===== src/rtl/pc_fetch_pkg.sv =====
// Shared rvseed defines for the fetch stage: datapath width, default reset PC,
// the 2-bit fetch state encoding and a small alignment helper.
package pc_fetch_pkg;

    localparam int          RV_CPU_WIDTH = 32;
    localparam logic [31:0] RV_RESET_PC  = 32'h8000_0000;

    // Fetch FSM encoding; the bench probes these values directly
    localparam logic [1:0] ST_REQ   = 2'd0;
    localparam logic [1:0] ST_WAIT  = 2'd1;
    localparam logic [1:0] ST_HOLD  = 2'd2;
    localparam logic [1:0] ST_FAULT = 2'd3;

    typedef enum logic [1:0] {
        FS_REQ   = ST_REQ,
        FS_WAIT  = ST_WAIT,
        FS_HOLD  = ST_HOLD,
        FS_FAULT = ST_FAULT
    } fetch_state_e;

    // Instruction fetches must be word aligned
    function automatic logic pc_aligned(input logic [1:0] pc_lsb);
        return (pc_lsb == 2'b00);
    endfunction

endpackage


===== src/rtl/pc_fetch.sv =====
// rvseed instruction-fetch stage: owns the PC, issues one memory read per
// instruction and holds the fetched word for decode under valid/ready.
module pc_fetch
    import pc_fetch_pkg::*;
#(
    parameter int                   CPU_WIDTH = RV_CPU_WIDTH,
    parameter logic [CPU_WIDTH-1:0] RESET_PC  = RV_RESET_PC
) (
    input  logic                 clk,
    input  logic                 rst,
    input  logic [CPU_WIDTH-1:0] next_pc,
    output logic                 pc_ena,
    output logic [CPU_WIDTH-1:0] curr_pc,
    output logic                 imem_req_valid,
    input  logic                 imem_req_ready,
    output logic [CPU_WIDTH-1:0] imem_req_addr,
    input  logic                 imem_rsp_valid,
    input  logic [31:0]          imem_rsp_data,
    input  logic                 imem_rsp_err,
    output logic                 inst_valid,
    input  logic                 inst_ready,
    output logic [31:0]          inst,
    output logic [CPU_WIDTH-1:0] inst_pc,
    output logic                 fetch_fault
);

    fetch_state_e         state_r;
    fetch_state_e         state_nxt_s;
    logic [CPU_WIDTH-1:0] curr_pc_r;
    logic [31:0]          inst_r;
    logic                 fault_r;

    logic                 req_valid_s;
    logic                 inst_valid_s;
    logic                 pc_ena_s;
    logic                 capture_s;
    logic                 load_pc_s;

    // Next-state decode and per-state handshake outputs
    always_comb begin
        state_nxt_s  = state_r;
        req_valid_s  = 1'b0;
        inst_valid_s = 1'b0;
        pc_ena_s     = 1'b0;
        capture_s    = 1'b0;
        load_pc_s    = 1'b0;
        case (state_r)
            FS_REQ: begin
                // A misaligned PC never reaches the bus
                if (!pc_aligned(curr_pc_r[1:0])) begin
                    state_nxt_s = FS_FAULT;
                end else begin
                    req_valid_s = 1'b1;
                    if (imem_req_ready) begin
                        state_nxt_s = FS_WAIT;
                    end else begin
                        state_nxt_s = FS_REQ;
                    end
                end
            end
            FS_WAIT: begin
                if (imem_rsp_valid && imem_rsp_err) begin
                    state_nxt_s = FS_FAULT;
                end else if (imem_rsp_valid) begin
                    capture_s   = 1'b1;
                    state_nxt_s = FS_HOLD;
                end else begin
                    state_nxt_s = FS_WAIT;
                end
            end
            FS_HOLD: begin
                inst_valid_s = 1'b1;
                if (inst_ready) begin
                    pc_ena_s    = 1'b1;
                    load_pc_s   = 1'b1;
                    state_nxt_s = FS_REQ;
                end else begin
                    state_nxt_s = FS_HOLD;
                end
            end
            FS_FAULT: begin
                state_nxt_s = FS_FAULT;
            end
            default: begin
                state_nxt_s = FS_REQ;
            end
        endcase
    end

    // State, PC, held instruction and sticky fault registers
    always_ff @(posedge clk) begin
        if (rst) begin
            state_r   <= FS_REQ;
            curr_pc_r <= RESET_PC;
            inst_r    <= 32'h0000_0000;
            fault_r   <= 1'b0;
        end else begin
            state_r <= state_nxt_s;
            if (load_pc_s) begin
                curr_pc_r <= next_pc;
            end
            if (capture_s) begin
                inst_r <= imem_rsp_data;
            end
            fault_r <= (state_nxt_s == FS_FAULT);
        end
    end

    // Valids and the mux enable are masked during reset so nothing leaks out
    // while the state register still holds a pre-reset value.
    assign imem_req_valid = req_valid_s & ~rst;
    assign inst_valid     = inst_valid_s & ~rst;
    assign pc_ena         = pc_ena_s & ~rst;

    assign curr_pc        = curr_pc_r;
    assign imem_req_addr  = curr_pc_r;
    assign inst_pc        = curr_pc_r;
    assign inst           = inst_r;
    assign fetch_fault    = fault_r;

endmodule


===== config.mk =====
export PLATFORM = sky130hd
export DESIGN_NAME = pc_fetch
export DESIGN_NICKNAME = d
export VERILOG_FILES = /design/src/rtl/pc_fetch_pkg.sv /design/src/rtl/pc_fetch.sv
export SDC_FILE = /design/constraint.sdc
export NUM_CORES = 1
export LEC_CHECK = 0
export ABC_AREA = 0
export ABC_CLOCK_PERIOD_IN_PS = 1700
export CORE_AREA = 2 2 93 95
export CTS_BUF_LIST = sky130_fd_sc_hd__clkbuf_4 sky130_fd_sc_hd__clkbuf_8
export DETAILED_ROUTE_END_ITERATION = 10
export DIE_AREA = 0 0 95 97
export PLACE_DENSITY = 0.81
export SYNTH_ARGS = -nofsm -noshare
export SYNTH_HDL_FRONTEND = slang
export SYNTH_SLANG_ARGS = --single-unit

===== constraint.sdc =====
create_clock -name clk -period 1.7 [get_ports clk]
set_input_delay 0.255 -clock clk [delete_from_list [all_inputs] [get_ports clk]]
set_output_delay 0.255 -clock clk [all_outputs]
set_load 0.01 [all_outputs]

---- After elaboration in Yosys (flattened, before gate mapping) ----
Cells that the tools add are included.
word-level totals
  register bits ........................... 67
  ROM bits ................................ 0
  RAM bits ................................ 0
  input port bits ......................... 70
  bits in latches ......................... 0
  logic and storage cells ................. 29
  memories ................................ 0
operators by class
  equality and inequality tests ........... 4
  div/mod/pow operators ................... 0
  reduce and logical (&&, ||, !) cells .... 3
  bitwise gates (word level) .............. 4
  shift-type cells ........................ 0
  multiplexer cells ....................... 14
  $mul .................................... 0
  $lt $le $gt $ge ......................... 0
  $add $sub $neg .......................... 0
operator list
  cell                  count
  $mux W1               9
  $mux W2               4
  $pmux W2 S4           1
  $eq A2 B2 Y1 const B  3
  $logic_not A2 Y1      2
  $and A1 B1 Y1         3
  $eq A2 B1 Y1 const B  1
  $logic_and A1 B1 Y1   1
  $not A1 Y1            1

---- Depth between registers and ports, before layout ----
Gate-level depths: netlist of the first run.
  depth after elaboration ................. 4
  mapped depth ............................ 6

---- Least setup slack after synthesis of the first run ----
No wires, ideal clock.
  path type ............................... flip-flop to output port
  start point ............................. reg curr_pc_r[0] (netlist: curr_pc[0])
  end point ............................... out imem_req_valid
  required time ........................... 1445 ps
  cell stages (with the launch flop) ...... 3
  arrival time ............................ 1202 ps
  path slack .............................. 243 ps
  path through ............................ dfxtp_1 or4_2 nor2_1
on the way
  cells in the longest elaborated chain, start to end .. 4
RTL lines
  item                      line                source
  start: declaration        pc_fetch.sv:29      logic [CPU_WIDTH-1:0] curr_pc_r;
  start signal: assignment  pc_fetch.sv:100     curr_pc_r <= next_pc;
  $logic_not A2 Y1          pc_fetch_pkg.sv:23  return (pc_lsb == 2'b00);
  $mux W1                   pc_fetch.sv:50      if (!pc_aligned(curr_pc_r[1:0])) begin
  $mux W1                   pc_fetch.sv:47      case (state_r)
  $and A1 B1 Y1             pc_fetch.sv:111     assign imem_req_valid = req_valid_s & ~rst;
  end: declaration          pc_fetch.sv:14      output logic imem_req_valid,
Every way passes these cells.

---- Final worst setup path of the first run ----
Same ends and word-level chain as after synthesis.

==> run metrics, run 1 <==
Synth Area per Inst=8.014 um2; endpoints failing setup=0; FMAX=612.4 MHz; Clock Tree Root=clkbuf_8; RSZ-0062 raised after global routing=false; via count=2721; clk sink count=67; Worst Clk Skew=3.629 ps; Cell Rows=33; largest net degree at the start of global routing=38; Filler Cell Count=691; Clock Pin Slew Worst Setup and Hold Paths=70 ps; crit path DAT=1380 ps; core area=8134 um2; number of library cell types mapped by synthesis=23; Max Slew Vio Count=0; FF+latch count, synth=67; first-pass GRT wire length=11.93 mm; largest stage delay on the critical path=510 ps; post-route cell area=4767 um2; hold buffers post-CTS=0; final RePlAce weighted congestion=0.7011; max-cap viol count=0; Post-DRT Antenna Nets=0; CP Depth=3; Starting Density=35.76%; pwr dens=759.1 nW/um2; worst-margin pin slew=534.3 ps; TritonCTS clock tree=yes; Max IR drop VDD=0.0004254 V; Area Overhead vs Synth=63.87%; CTS Buf Count=9; Worst Hold Depth=2; vias in the first global route=2490; Die X-Extent=95 um; layout cells sized above 1=8.087%; Remaining DRCs=0; Hold Vio Cnt, Final=0; postcts setup bufs=0; H-tree Lvls=3; Crit. End Element=output port; GR Overflow Total=0; Post-DP Area=4563 um2; slowest CP cell=or4_4; ANT cells=0; CTS Buffer Depth=2; hold_ws=454.0 ps; nets=573; clock latency on the worst-skew pair=330 ps; drt total wl=7.714 mm; Post-Syn Nets=433; Yosys top cell by area=dfxtp_1; Die H=97 um; die area=9215 um2; Iteration-0 DRC Markers=66; vias per cell=4.446; Port-buffer cells=201; crit-path leading delay family=simple AND/OR/NAND/NOR gates; Initial DRT Pass Iterations=5; Mapped Cells=363; routed length per placed instance=12.60 um; Tot GR Track Use=16.32%; mapped cell area=2909 um2; startpoint class of the critical path=flip-flop; final period utilization=96.05%; Crit Path Max Fanout=2; Rel. slew slack=64.05%; Seq/Total Area, Yosys=46.11%; CP required=1440 ps; Synth Warn #=0; worst path cell trace=or4_4, nor2_1, buf_2; status=finished, final reports clean; Storage cell area=1343 um2; Buffers & Inverters on Critical Path=1; top cells by area, synth=dfxtp_1 46%, buf_4 17%, nand2_1 17%; Multi-input gate area=960.9 um2; IO Pins=202; Final Critical Period=1633 ps; R2R depth=5; initial antenna violation count=0; Setup CP Type=reg2out; leakage dissipation=1.660 nW; Yosys top cell area share=46.11%; Hold Path Class=reg2reg; Post-DP HPWL=5.869 mm
## sequential cells by signal, summed over array words and instances (netlist names)
name         count
curr_pc         32
inst            32
fetch_fault      1
state_r          2
## per-stage QoR
step                utilization, %  setup slack, ps  cells  TNS (ps)  power, W
finish                       58.61            67.21    612         0  0.003619
CTS                          58.68            8.157    612         0  0.003687
detailed placement           56.10           -139.2    597    -811.8  0.002334
global placement             56.10           -142.5    597    -264.9  0.002320
floorplan                        -            243.2    363         0  0.001987
global route                 58.61            3.398    612         0  0.003800
## cell type report
| class | instances | area share, % |
|---|---|---|
| clock inverters | 2 | 0.7349 |
| inverters | 1 | 0.07874 |
| clock buffers | 13 | 3.491 |
| multi-input cells | 207 | 20.16 |
| flip-flops and latches | 67 | 28.16 |
| repair buffers | 217 | 44.62 |
| well taps | 105 | 2.756 |
## report_power, final
| group | internal [W] | switching [W] |
|---|---|---|
| Combinational | 0.000383 | 0.000246 |
| Sequential | 0.00163 | 0.0000387 |
| Clock | 0.000781 | 0.000545 |
| Total | 0.00279 | 0.000830 |
## worst min-delay path: cells and delay by family (launching register included)
family	cells	cell delay, ps
flops	1	310
simple gates	1	50
compound gates	1	50
## cells in the mapped netlist (all sizes together)
master   number
and3b         1
nand4bb       1
clkbuf       10
buf          78
or4           1
nand2       128
o31ai         1
o21ai         1
a21oi        65
dfxtp        67
nand3b        2
a21boi        1
nor2          1
nor3b         1
nor4          1
and2          1
a2111oi       1
nor4bb        1
inv           1
## path summary, 6_finish.rpt
kind                    from        endpoint  slack [ps]
setup / recovery  curr_pc[0]  imem_req_valid          70
hold / removal      inst[12]        inst[12]         450
setup reg to reg  state_r[1]         inst[7]         220
hold reg to reg     inst[12]        inst[12]         450
## timing repair
action	CTS	global route
resized for setup	11	3
setup endpoints to repair	3	3
pin swaps	2	2
## cells in the final DEF (no fill, tap or decap)
master	instances
clkdlybuf4s50_1	197
nand2_1	128
dfxtp_1	66
a21oi_1	65
buf_4	16
clkbuf_8	11
nand3b_1	2
clkbuf_4	2
buf_2	2
nor3b_4	1
and2_1	1
or4_4	1
nor2_1	1
and3b_2	1
nor4bb_4	1
nand4bb_1	1
inv_1	1
nor4_1	1
a2111oi_4	1
o31ai_1	1
o21ai_0	1
a21boi_1	1
bufinv_16	1
clkinv_2	1
dfxtp_2	1
clkbuf_2	1
buf_12	1
## per-layer routing
metal | up-vias | global-route usage (%) | part of all wire [%]
met4 | 0 | 5.686 | 0.75
met3 | 7 | 5.374 | 8.4
met1 | 1226 | 16.64 | 37
met2 | 119 | 30.33 | 53
li1 | 1369 | - | -
met5 | - | 0 | 0
## logic make-up after synthesis
family / Yosys count / synth area share (%)
simple gates: 138 / 19.23
buf+inv: 89 / 21.85
compound gates: 69 / 12.82
flops: 67 / 46.11
Note: power is estimated with default switching activity, not from simulation.
==> run 2, diff against run 1 <==
--- a/config.mk
+++ b/config.mk
@@ -6,11 +6,10 @@
 export NUM_CORES = 1
 export LEC_CHECK = 0
 export ABC_AREA = 0
-export ABC_CLOCK_PERIOD_IN_PS = 1700
-export CORE_AREA = 2 2 93 95
+export CORE_AREA = 2 2 131 69
 export CTS_BUF_LIST = sky130_fd_sc_hd__clkbuf_4 sky130_fd_sc_hd__clkbuf_8
 export DETAILED_ROUTE_END_ITERATION = 10
-export DIE_AREA = 0 0 95 97
+export DIE_AREA = 0 0 133 71
 export PLACE_DENSITY = 0.81
 export SYNTH_ARGS = -nofsm -noshare
 export SYNTH_HDL_FRONTEND = slang
==> run 2 against run 1 <==
  * Clock skew up 1.3 ps
  * Fmax down 0.33%
  * Die area grew 2.5%
  * Non-clock buffer count down 2
==> run metrics, run 2 (synthesis results as in run 1) <==
Hold Vio Cnt, Final=0 (unchanged); startpoint class of the critical path=flip-flop; Post-DP HPWL=6.095 mm (+3.8%); clock latency on the worst-skew pair=330 ps (about the same); Starting Density=34.72% (-1.0 points); Max IR drop VDD=0.0003179 V (-25%); Worst Hold Depth=2 (unchanged); layout cells sized above 1=7.708% (-0.38 points); Top Layer Used=met4; TritonCTS clock tree=yes; RSZ-0062 raised after global routing=false; nets=571 (-0.35%); reg2reg start=state_r[1]; CTS Buf Count=9 (unchanged); Crit. End Element=output port; die area=9443 um2 (+2.5%); max-cap viol count=0 (unchanged); Worst Clk Skew=4.910 ps (+1.282 ps); GR Overflow Total=0 (unchanged); Iteration-0 DRC Markers=100 (+52%); Clock Tree Root=clkbuf_8; vias in the first global route=2524 (+1.4%); ANT cells=0 (unchanged); largest net degree at the start of global routing=67 (+76%); setup slack, reg-to-reg=320 ps (+100 ps); TNS Setup=0 ps (unchanged); largest stage delay on the critical path=490 ps (-20 ps); commonest non-fill, non-tap cell in the layout=clkdlybuf4s50_1; status=finished, final reports clean; Storage cell area=1344 um2 (about the same); CP required=1440 ps (about the same); hold buffers post-CTS=0 (unchanged); Hold EP=inst[26]; Initial DRT Pass Iterations=4 (-1); worst-margin pin slew=698.0 ps (+163.7 ps); Filler Cell Count=729 (+5.5%); Die X-Extent=133 um (+40%); CTS Buffer Depth=2 (unchanged); hold_ws=453.9 ps (-0.09600 ps); wire length on met2=3.864 mm (-6.3%); WL met1=3.446 mm (+20%); most frequent cells in the layout=194 x clkdlybuf4s50_1, 128 x nand2_1, 65 x a21oi_1, 65 x dfxtp_1; Buffers & Inverters on Critical Path=1 (unchanged); routed length per placed instance=12.91 um (+2.4%); initial antenna violation count=0 (unchanged); Die H=71 um (-27%); leakage dissipation=1.710 nW (+3.0%); slowest CP cell=or4_4; worst path cell trace=or4_4, nor2_1, buf_2; Hold Path Class=reg2reg; Port-buffer cells=201 (unchanged); final period utilization=96.36% (+0.32 points); final RePlAce weighted congestion=0.7848 (+12%); via count=2766 (+1.7%); crit-path leading delay family=simple AND/OR/NAND/NOR gates; Cell Rows=24 (-27%); Post-DRT Antenna Nets=0 (unchanged); # placed instances=607 (+1.7%); WL met3=650 um (unchanged); H-tree Lvls=3 (unchanged); endpoints failing setup=0 (unchanged); core area=8378 um2 (+3.0%); Crit Path Max Fanout=2 (unchanged); reg2reg end=inst[21]; Rel. slew slack=53.47% (-11 points); drt total wl=8.041 mm (+4.2%); Area Overhead vs Synth=64.99%; IO Pins=202 (unchanged); first-pass GRT wire length=12.34 mm (+3.4%); Max Slew Vio Count=0 (unchanged); Clock Pin Slew Worst Setup and Hold Paths=70 ps (about the same); vias per cell=4.440 (-0.14%); Finished Layout Cells=623 (+1.8%); clk sink count=67 (unchanged); crit path DAT=1380 ps (about the same); pwr dens=761.4 nW/um2 (+0.30%); Remaining DRCs=0 (unchanged); Setup CP Type=reg2out; R2R depth=5 (unchanged); Final Critical Period=1638 ps (+5.410 ps); Tot GR Track Use=16.67% (+0.35 points); hold path start=inst[26]; Multi-input gate area=954.7 um2 (-0.65%); postcts setup bufs=0 (unchanged); FMAX=610.4 MHz (-0.33%)
==> run 2: cell types whose count changed in the layout (fill, tap and decap cells not counted), moves of 2 or more <==
cell	delta
buf_4	-4
clkbuf_4	-2
clkdlybuf4s50_1	-3
dlymetal6s2s_1	+3
==> run 2: timing repair <==
item,CTS,global route
endpoints found under the hold margin,0,0
setup endpoints to repair,3,6
pin swaps,0,2
resized for setup,7,7
==> run 2: area by class of cell <==
cell class,count,share of cell area (%)
multi-input combinational,207,19.89
tap,117,3.050
sequential,67,28.00
timing repair buffer,215,44.55
clock inverter,4,0.9906
inverter,1,0.07821
clock buffer,12,3.441
==> run 2: worst reg2reg max path: cells and delay by family, from the launching register on <==
| kind | cells | cell delay (ps) |
|---|---|---|
| buffers and inverters | 2 | 440 |
| AND/OR/NAND/NOR | 2 | 420 |
| flip-flops | 1 | 310 |
| AO/OA/AOI/OAI | 1 | 140 |
==> run 2: power breakdown <==
group | switching, W | internal [W] | leakage [nW] | total [W]
sequential | 0.0000390 | 0.00163 | 0.543 | 0.00166
clock | 0.000570 | 0.000792 | 0.108 | 0.00136
combinational | 0.000247 | 0.000381 | 1.06 | 0.000628
==> run 2: layer usage <==
metal	global-route usage (%)	vias to the layer above
met5	0	-
met4	5.018	0
met3	6.810	9
met2	29.07	113
met1	18.99	1278
li1	-	1366
==> run 2: how the worst max path moves through the flow <==
stage                from              to  slack [ps]  cells past startpoint
2_1_floorplan  curr_pc[0]  imem_req_valid         240                      2
3_3_place_gp   curr_pc[0]  imem_req_valid        -150                      3
3_5_place_dp   curr_pc[0]  imem_req_valid        -150                      3
4_1_cts        curr_pc[0]  imem_req_valid        -110                      3
5_1_grt        curr_pc[1]  imem_req_valid           1                      3
6_report       curr_pc[1]  imem_req_valid          60                      3
==> run 2: metrics by stage <==
step	util (%)	cell area [um2]	power [W]	worst slack [ps]
after floorplan	-	2909	0.001987	243.2
after global placement	54.61	4576	0.002321	-153.6
after detailed placement	54.61	4576	0.002334	-153.3
after CTS	57.12	4786	0.003709	-111.8
after global routing	57.29	4800	0.003828	1.406
final	57.29	4800	0.003654	61.80
